==> config.mk <==
export PLATFORM = sky130hd
export DESIGN_NAME = axi_stream_downsizer
export DESIGN_NICKNAME = d
export VERILOG_FILES = /design/src/rtl/axi_stream_downsizer.sv
export SDC_FILE = /design/constraint.sdc
export NUM_CORES = 1
export LEC_CHECK = 0
export ABC_CLOCK_PERIOD_IN_PS = 1600
export CAP_MARGIN = 5
export CELL_PAD_IN_SITES_DETAIL_PLACEMENT = 2
export CELL_PAD_IN_SITES_GLOBAL_PLACEMENT = 2
export CORE_MARGIN = 3
export CORE_UTILIZATION = 24
export DETAILED_ROUTE_END_ITERATION = 7
export PLACE_DENSITY_LB_ADDON = 0.08
export SYNTH_ARGS = -nofsm -noshare
export SYNTH_HDL_FRONTEND = slang
export SYNTH_SLANG_ARGS = --single-unit
==> constraint.sdc <==
create_clock -name clk -period 1.6 [get_ports clk]
set_input_delay 0.32 -clock clk [delete_from_list [all_inputs] [get_ports clk]]
set_output_delay 0.32 -clock clk [all_outputs]
set_load 0.03 [all_outputs]
==> src/rtl/axi_stream_downsizer.sv <==
// rtl/axi_stream_downsizer.sv - serialises a packed wide AXI-stream into narrow words
// Bytes past the first clear tkeep bit are zeroed on entry so remainders never carry stale data.
module axi_stream_downsizer #(
  parameter int IEW = 2,
  parameter int OEW = 0
) (
  input  logic                  clk,
  input  logic                  rstn,
  output logic                  i_tready,
  input  logic                  i_tvalid,
  input  logic [(8<<IEW)-1:0]   i_tdata,
  input  logic [(1<<IEW)-1:0]   i_tkeep,
  input  logic                  i_tlast,
  input  logic                  o_tready,
  output logic                  o_tvalid,
  output logic [(8<<OEW)-1:0]   o_tdata,
  output logic [(1<<OEW)-1:0]   o_tkeep,
  output logic                  o_tlast
);

  localparam int IB = 1 << IEW;
  localparam int OB = 1 << OEW;
  localparam int IW = 8 * IB;
  localparam int OW = 8 * OB;
  localparam logic [IEW:0] OB_N = (IEW + 1)'(OB);

  if (IEW < OEW || IEW > 6) begin : g_bad_params
    $error("axi_stream_downsizer: IEW must be in OEW..6");
  end

  logic [IW-1:0] r_bytes_q, r_bytes_d;
  logic [IEW:0]  r_count_q, r_count_d;
  logic          r_last_q, r_last_d;
  logic          o_tvalid_q, o_tvalid_d;
  logic [OW-1:0] o_tdata_q, o_tdata_d;
  logic [OB-1:0] o_tkeep_q, o_tkeep_d;
  logic          o_tlast_q, o_tlast_d;

  logic          slot;
  logic [IEW:0]  n;
  logic [IW-1:0] in_bytes;
  logic [IW-1:0] in_shift;
  logic [IW-1:0] r_shift;

  function automatic logic [OB-1:0] keep_mask(input logic [IEW:0] c);
    logic [OB-1:0] m;
    for (int k = 0; k < OB; k++) m[k] = ((IEW + 1)'(k) < c);
    return m;
  endfunction

  function automatic logic [IEW:0] min_ob(input logic [IEW:0] c);
    return (c > OB_N) ? OB_N : c;
  endfunction

  always_comb begin
    logic run;
    n   = '0;
    run = 1'b1;
    for (int k = 0; k < IB; k++) begin
      if (run && i_tkeep[k]) n = n + 1'b1;
      else run = 1'b0;
    end
  end

  always_comb begin
    in_bytes = '0;
    for (int k = 0; k < IB; k++)
      in_bytes[8*k +: 8] = ((IEW + 1)'(k) < n) ? i_tdata[8*k +: 8] : 8'h00;
  end

  if (IEW > OEW) begin : g_shift
    assign in_shift = {{OW{1'b0}}, in_bytes[IW-1:OW]};
    assign r_shift  = {{OW{1'b0}}, r_bytes_q[IW-1:OW]};
  end else begin : g_no_shift
    assign in_shift = '0;
    assign r_shift  = '0;
  end

  assign slot     = o_tready | ~o_tvalid_q;
  assign i_tready = slot & (r_count_q == '0);

  // Remainder words take precedence; a new beat is only taken once the remainder is drained.
  always_comb begin
    r_bytes_d  = r_bytes_q;
    r_count_d  = r_count_q;
    r_last_d   = r_last_q;
    o_tvalid_d = o_tvalid_q;
    o_tdata_d  = o_tdata_q;
    o_tkeep_d  = o_tkeep_q;
    o_tlast_d  = o_tlast_q;
    if (o_tready) o_tvalid_d = 1'b0;
    if (slot && r_count_q != '0) begin
      o_tvalid_d = 1'b1;
      o_tdata_d  = r_bytes_q[OW-1:0];
      o_tkeep_d  = keep_mask(r_count_q);
      o_tlast_d  = r_last_q & (r_count_q <= OB_N);
      r_count_d  = r_count_q - min_ob(r_count_q);
      r_bytes_d  = r_shift;
    end else if (slot && i_tvalid) begin
      o_tvalid_d = (n != '0) | i_tlast;
      o_tdata_d  = in_bytes[OW-1:0];
      o_tkeep_d  = keep_mask(n);
      o_tlast_d  = i_tlast & (n <= OB_N);
      r_count_d  = n - min_ob(n);
      r_bytes_d  = in_shift;
      r_last_d   = i_tlast;
    end
  end

  always_ff @(posedge clk) begin
    if (!rstn) begin
      r_bytes_q  <= '0;
      r_count_q  <= '0;
      r_last_q   <= 1'b0;
      o_tvalid_q <= 1'b0;
      o_tdata_q  <= '0;
      o_tkeep_q  <= '0;
      o_tlast_q  <= 1'b0;
    end else begin
      r_bytes_q  <= r_bytes_d;
      r_count_q  <= r_count_d;
      r_last_q   <= r_last_d;
      o_tvalid_q <= o_tvalid_d;
      o_tdata_q  <= o_tdata_d;
      o_tkeep_q  <= o_tkeep_d;
      o_tlast_q  <= o_tlast_d;
    end
  end

  assign o_tvalid = o_tvalid_q;
  assign o_tdata  = o_tdata_q;
  assign o_tkeep  = o_tkeep_q;
  assign o_tlast  = o_tlast_q;

endmodule

==> metrics.csv, run 1 <==
stage,metric,value,unit
status,status,finished with violations,
status,failing checks,setup timing,
cells_and_area,NumNets Final,317,
routing,DR DRC count,0,
yosys,"Async S/R FF share, synth",0,
setup_path,CP required,1280,ps
setup_path,CP arrival,1330,ps
setup_path,CP Class,flip-flop to output port,
clock_tree,Num Clock Sinks,39,
pwr,VDD IR-drop max,0.357,mV
sta,Slew HR,0.796,
yosys,syn nets,226,
global_routing,pin count of the biggest net entering global routing,15,
min_path,Hold Crit Class,input pin to flip-flop,
global_routing,met1 GRT Util,0.199,
die,Die Ht,90.4,µm
pwr,Switching Power,0.00150,W
global_routing,initial antenna violation count,0,
sta,fmax,0.607,GHz
global_routing,global-route wire length before repair,10.5,mm
placed_design,pre-CTS setup slack,-656,ps
pwr,combinational share of power,0.531,
sta,Worst Tran Pin Value,308,ps
die,full die area,8180,µm²
routing,final wirelength,6.35,mm
die,Initial Utilization,0.249,
yosys,Seq cells post-synth,39,
yosys,Post-synth top cells,"39 x dfxtp_1, 23 x nor2_1, 22 x nand2_1",
sta,final worst slack,-47.6,ps
yosys,biggest area consumer among synthesized cells,dfxtp_1,
routing,via/cell ratio,4.71,
clock_tree,clk_lat worst skew,290,ps
placed_design,Placed Area,2560,µm²
pwr,Leak Pwr,1.16,nW
clock_tree,Max clock buf depth,2,
global_routing,vias in the first global route,1974,
yosys,Yosys top cell area share,0.456,
clock_tree,hold_buf cts,0,
routing,drt first pass iters,4,
setup_path,CP Max Fanout,4,
yosys,Synth area leaders,"dfxtp_1 46%, a221o_1 9.4%, nor2_1 5.0%",
sta,Hold Slack,392,ps
yosys,"Primary FF master, synth",dfxtp_1,
clock_tree,CTS tree,built,
sta,Final period util,1.03,
sta,Tmin final,1650,ps
clock_tree,CTS Buf Count,5,
placed_design,IO Port Bufs,52,
clock_tree,"Reg clk slew, reported paths",80,ps
sta,Final Hold Fails,0,
routing,Initial DRC Count,42,
setup_path,CP Launch Type,flip-flop,
placed_design,global placer's final weighted congestion,0.799,
cells_and_area,area growth from synthesis to layout,65.5,%
yosys,Post-synth EDFFs,0,
routing,Routed WL per cell,17.1,µm
die,Ports,53,
routing,Antenna Nets Post-Route,0,
cells_and_area,Reg area,791,µm²
placed_design,placed cell count,351,
yosys,most numerous cell in the Yosys netlist,dfxtp_1,
clock_tree,CTS H-Tree Depth,2,
die,num rows,30,
pwr,Seq pwr share,0.299,
setup_path,Crit. End Element,output port,
cells_and_area,fin area,2830,µm²
cells_and_area,number of antenna diodes,0,
yosys,Mapped Area,1710,µm²
global_routing,most crowded layer after global routing,met2,
sta,clock skew,3.40,ps
routing,total number of vias,1743,
global_routing,grt ovf,0,
pwr,clock network power share,0.170,
yosys,Netlist cell types,36,
yosys,syn_area_per_cell,9.40,µm²
job,max-cap violations,0,
global_routing,total track usage,0.161,
yosys,sequential area share after synthesis,0.456,
pwr,sw frac,0.380,
yosys,number of synthesis warnings,0,
cells_and_area,layout cells sized above 1,0.303,
die,Core Region,6870,µm²
yosys,Post-Syn Instances,182,
placed_design,final HPWL from detailed placement,4.70,mm
die,die width,90.4,µm
cells_and_area,Non-Filler Instances,370,
cells_and_area,area occupied by multi-input gates,971,µm²
cells_and_area,Filler Cells Inserted,746,
global_routing,met2 Track Usage GR,0.283,
sta,Final setup viols,1,
sta,RSZ-0062 raised after global routing,true,
sta,Slew Limit Fails,0,
global_routing,met3 Use GR,0.0308,
pwr,Power per Cell Area,1390,nW/µm²
pwr,Int Pwr,0.00244,W
clock_tree,CTS root buf,clkbuf_8,
## final timing paths
check | start | endpoint | slack (ps) | cells after the start
min | i_tkeep[0] | o_tkeep | 390 | 2
min reg2reg | o_tdata[4] | o_tdata[4] | 470 | 2
max | r_count_q[0] | i_tready | -50 | 4
max reg2reg | r_count_q[2] | r_bytes_q[17] | 30 | 5
## power groups by stage
stage          Clock [W]  Combinational, W  Sequential [W]
5_1_grt         0.000734           0.00229         0.00119
3_5_place_dp           0           0.00180         0.00117
4_1_cts         0.000694           0.00193         0.00115
6_report        0.000668           0.00209         0.00118
3_3_place_gp           0           0.00174         0.00116
2_1_floorplan          0          0.000822         0.00126
## registers in the layout, indices dropped and copies added, names as in the netlist
register   count
o_tdata        8
o_tkeep        1
o_tlast        1
o_tvalid       1
r_bytes_q     24
r_count_q      3
r_last_q       1
## per-layer routing
metal / vias up / share of wire
met5: - / 0
met4: 0 / 0.016
met3: 8 / 0.032
met2: 39 / 0.51
met1: 839 / 0.45
li1: 857 / -
## cell usage in the layout (no fill, tap or decap), drive strengths merged
cell / n
dfxtp: 39
and2: 1
dlygate4sd2: 12
a221o: 16
o221a: 1
o21bai: 1
o211ai: 2
a211o: 1
inv: 6
a21oi: 6
and3: 2
buf: 43
o21ai: 3
clkinv: 1
nor2b: 2
a22oi: 8
dlymetal6s2s: 2
clkdlybuf4s50: 34
a21boi: 10
nand4: 1
nand2: 22
clkbuf: 8
ha: 3
nand2b: 1
xor2: 1
a41oi: 1
nor2: 23
nand3: 3
clkinvlp: 1
mux2i: 1
or3: 1
a22o: 8
nor3: 6
or2: 1
a221oi: 1
nor4: 2
## area by class of cell
| type | instances | area share |
|---|---|---|
| clock buffer | 6 | 0.0256 |
| clock inverter | 2 | 0.00442 |
| inverter | 6 | 0.00796 |
| multi-input combinational | 128 | 0.343 |
| sequential | 39 | 0.279 |
| tap | 96 | 0.0424 |
| timing repair buffer | 93 | 0.297 |
## per-stage QoR
step | power, W | TNS, ps | util
after global routing | 0.00421 | -365 | 0.412
after global placement | 0.00290 | -12270 | 0.372
after CTS | 0.00377 | -71.3 | 0.403
final | 0.00393 | -47.6 | 0.412
after floorplan | 0.00208 | -213 | -
after detailed placement | 0.00297 | -15730 | 0.372
## cells by family (layout without fill, tap and decap cells)
logic type	Yosys count	after routing	share of synthesized area
AOI/OAI and AO/OA	58	58	0.282
xor gates and xnor gates	1	1	0.00512
adders and majority gates	3	3	0.0219
buffers and inverters	15	107	0.0490
DFF	39	39	0.456
muxes	1	1	0.00585
and+or+nand+nor	65	65	0.180
## timing repair
item,4_1_cts,5_1_grt
pin swaps,10,7
setup endpoints to repair,46,38
gates resized for setup,36,24
endpoints found under the hold margin,0,0
buffers inserted,9,2
gates cloned,0,0
## worst max-delay path: stages, from the launching register on
cell     delay, ps
dfxtp_4        370
buf_6          120
nor4_4         280
buf_4          160
buf_12         110
(Power assumes the default switching activity.)
==> run 2: changes to the inputs <==
--- a/config.mk
+++ b/config.mk
@@ -5,12 +5,12 @@
 export SDC_FILE = /design/constraint.sdc
 export NUM_CORES = 1
 export LEC_CHECK = 0
-export ABC_CLOCK_PERIOD_IN_PS = 1600
 export CAP_MARGIN = 5
 export CELL_PAD_IN_SITES_DETAIL_PLACEMENT = 2
 export CELL_PAD_IN_SITES_GLOBAL_PLACEMENT = 2
 export CORE_MARGIN = 3
 export CORE_UTILIZATION = 24
+export CTS_CLUSTER_SIZE = 8
 export DETAILED_ROUTE_END_ITERATION = 7
 export PLACE_DENSITY_LB_ADDON = 0.08
 export SYNTH_ARGS = -nofsm -noshare
==> results of run 2 <==
Final layout, timing and power as in run 1 (identical DEF).
==> run 3: changes to the inputs <==
--- a/config.mk
+++ b/config.mk
@@ -5,11 +5,12 @@
 export SDC_FILE = /design/constraint.sdc
 export NUM_CORES = 1
 export LEC_CHECK = 0
+export ABC_AREA = 1
 export CAP_MARGIN = 5
 export CELL_PAD_IN_SITES_DETAIL_PLACEMENT = 2
 export CELL_PAD_IN_SITES_GLOBAL_PLACEMENT = 2
-export CORE_MARGIN = 3
-export CORE_UTILIZATION = 24
+export CORE_MARGIN = 2
+export CORE_UTILIZATION = 23
 export CTS_CLUSTER_SIZE = 8
 export DETAILED_ROUTE_END_ITERATION = 7
 export PLACE_DENSITY_LB_ADDON = 0.08
==> metrics.csv, run 3 <==
stage,metric,value,unit,change
status,status,"finished, final reports clean",,
sta,Final Hold Fails,0,,unchanged
pwr,Switching Power,0.00148,W,-1.1%
cells_and_area,fin area,2950,µm²,+4.1%
routing,drt first pass iters,4,,unchanged
clock_tree,Max clock buf depth,2,,unchanged
sta,Slew HR,0.793,,-0.00308
cells_and_area,"most common cell after layout, fill and taps aside",nand2_1,,
yosys,sequential area share after synthesis,0.402,,-0.0544
clock_tree,"Reg clk slew, reported paths",90,ps,about the same
die,die width,95.9,µm,+6.0%
routing,via/cell ratio,4.34,,-7.9%
global_routing,total track usage,0.151,,-0.0108
cells_and_area,final core occ,0.359,,-0.0534
yosys,Seq cells post-synth,39,,unchanged
sta,Tmin final,1530,ps,-116 ps
die,Die Ht,95.9,µm,+6.0%
placed_design,IO Port Bufs,52,,unchanged
clock_tree,hold_buf cts,0,,unchanged
yosys,Post-Syn Instances,289,,+59%
yosys,post-synthesis xor/xnor area fraction,0.00451,,-0.000610
sta,RSZ-0062 raised after global routing,false,,
yosys,Synth area leaders,"dfxtp_1 40%, nand2_1 21%, nand3_1 9.0%",,
cells_and_area,number of antenna diodes,0,,unchanged
pwr,VDD IR-drop max,0.926,mV,+160%
routing,Routed WL per cell,13.4,µm,-22%
global_routing,global-route wire length before repair,10.5,mm,-0.20%
setup_path,CP Class,flip-flop to output port,,
global_routing,initial antenna violation count,0,,unchanged
routing,DR DRC count,0,,unchanged
cells_and_area,"commonest non-fill, non-tap cells in the layout","107 x nand2_1, 38 x dfxtp_1, 36 x clkdlybuf4s50_1, 33 x inv_1, 33 x nand3_1",,
yosys,Adder-Cell Fraction of Synth Area,0.0193,,-0.00262
yosys,"Primary FF master, synth",dfxtp_1,,
cells_and_area,register with the most flip-flops,r_bytes_q,,
yosys,Netlist cell types,25,,-31%
setup_path,CP arrival,1210,ps,-120 ps
yosys,Yosys top cell area share,0.402,,-0.0544
yosys,number of synthesis warnings,0,,unchanged
setup_path,CP Launch Type,flip-flop,,
pwr,Leak Pwr,1.32,nW,+14%
cells_and_area,Largest register FFs,24,,unchanged
job,max-cap violations,0,,unchanged
pwr,clock network power share,0.182,,+0.012
clock_tree,Num Clock Sinks,39,,unchanged
setup_path,CP Max Fanout,5,,+1
pwr,combinational share of power,0.513,,-0.018
clock_tree,CTS Buf Count,5,,unchanged
clock_tree,clk_lat worst skew,300,ps,about the same
yosys,syn_area_per_cell,6.72,µm²,-29%
cells_and_area,Non-Filler Instances,473,,+28%
clock_tree,CTS H-Tree Depth,2,,unchanged
placed_design,placed cell count,460,,+31%
sta,Slew Limit Fails,0,,unchanged
placed_design,final HPWL from detailed placement,4.68,mm,-0.27%
yosys,Mapped Area,1940,µm²,+14%
pwr,Power per Cell Area,1270,nW/µm²,-8.7%
global_routing,grt ovf,0,,unchanged
yosys,biggest area consumer among synthesized cells,dfxtp_1,,
cells_and_area,area growth from synthesis to layout,51.7,%,
sta,Final period util,0.957,,-0.0724
sta,clock skew,7.90,ps,+4.50 ps
setup_path,CP required,1280,ps,about the same
yosys,most numerous cell in the Yosys netlist,nand2_1,,
yosys,Simple-Gate Fraction of Synth Area,0.356,,+0.176
sta,Setup TNS,0,ps,+47.6 ps
die,Core Region,8220,µm²,+20%
die,Ports,53,,unchanged
global_routing,vias in the first global route,2203,,+12%
die,full die area,9190,µm²,+12%
routing,Antenna Nets Post-Route,0,,unchanged
pwr,Int Pwr,0.00226,W,-7.4%
routing,Initial DRC Count,25,,-40%
yosys,Post-synth top cells,"109 x nand2_1, 39 x dfxtp_1, 37 x inv_1",,
cells_and_area,layout cells sized above 1,0.171,,-0.132
pwr,sw frac,0.396,,+0.0156
pwr,Seq pwr share,0.305,,+0.006
cells_and_area,Filler Cells Inserted,1000,,+34%
yosys,combinational family with the most area after synthesis,simple AND/OR/NAND/NOR gates,,
sta,fmax,0.653,GHz,+7.6%
setup_path,Crit. End Element,output port,,
yosys,"Async S/R FF share, synth",0,,unchanged
yosys,multiplexer area fraction after synthesis,0,,-0.00585
placed_design,Placed Area,2790,µm²,+9.0%
sta,Worst Tran Pin Value,312,ps,+4.64 ps
routing,total number of vias,2053,,+18%
clock_tree,CTS tree,built,,
die,num rows,33,,+10%
die,Initial Utilization,0.236,,-0.0127
global_routing,pin count of the biggest net entering global routing,29,,+14
min_path,Hold Crit Class,flip-flop to flip-flop,,
yosys,Post-synth EDFFs,0,,unchanged
cells_and_area,NumNets Final,411,,+30%
yosys,Compound-Gate Fraction of Synth Area,0.108,,-0.174
clock_tree,CTS root buf,clkbuf_8,,
sta,Final setup viols,0,,-1
yosys,syn nets,333,,+47%
routing,final wirelength,6.35,mm,about the same
placed_design,global placer's final weighted congestion,0.734,,-8.2%
run 3: cell count changes after synthesis, sizes merged, moves of 3 or more:
cell    previous run  this run
nor2              23         9
buf                4         8
inv                6        38
a22o               8         0
a221o             16         0
nor3               6         2
a21boi            10         0
a31oi              0         3
a21oi              6        28
a22oi              8         0
nand3              3        37
nand2             22       111
run 3: final timing paths:
kind / from / endpoint / slack (ps) / cells past startpoint
worst min-delay path: r_bytes_q[19] / r_bytes_q[19] / 470 / 2
worst max-delay path: r_count_q[2] / i_tready / 70 / 5
worst max register to register: r_count_q[1] / r_count_q[1] / 170 / 9
worst min register to register: r_bytes_q[19] / r_bytes_q[19] / 470 / 2
run 3: final cells by class:
class	count	area, µm²	share of cell area
multi-input cells	200	987	0.335
clock buffers	6	72.6	0.0246
well taps	105	131	0.0446
flip-flops and latches	39	782	0.265
inverters	38	143	0.0484
clock inverters	2	12.5	0.00425
repair buffers	83	818	0.278
run 3: power by group through the flow:
| stage | logic (W) | registers [W] | clock network (W) |
|---|---|---|---|
| 2_1_floorplan | 0.000881 | 0.00124 | 0 |
| 3_3_place_gp | 0.00179 | 0.00116 | 0 |
| 3_5_place_dp | 0.00183 | 0.00116 | 0 |
| 4_1_cts | 0.00185 | 0.00114 | 0.000717 |
| 5_1_grt | 0.00215 | 0.00116 | 0.000743 |
| 6_report | 0.00192 | 0.00114 | 0.000678 |
run 3: cells by family after synthesis:
kind of cell    count (synthesis)
simple gates                  160
buf+inv                        50
flops                          39
compound gates                 36
fa+ha+maj                       3
xor+xnor                        1
run 3: what timing repair did:
item / 4_1_cts / 5_1_grt
setup buffers: 2 / 3
pin swaps: 2 / 5
resized for setup: 21 / 9
setup endpoints to repair: 28 / 21
run 3: worst max-delay path, cell delays in order (launching register included):
cell and delay, ps:
dfxtp_2 350, nor2_4 150, nand2_4 90, nor2_2 110, buf_6 120, buf_12 110
run 3: stage by stage:
step	total power [W]	setup WS, ps	hold slack (ps)
after detailed placement	0.00299	-477	459
after CTS	0.00371	8.54	472
after global routing	0.00405	2.14	498
after floorplan	0.00212	176	440
after global placement	0.00295	-367	454
final	0.00374	68.1	473
run 3: metal layers:
layer	global-route usage	vias up	wire, µm
li1	-	1056	-
met1	0.175	948	2840
met2	0.276	43	3150
met3	0.0305	6	272
met4	0.0464	0	78
met5	0	-	0
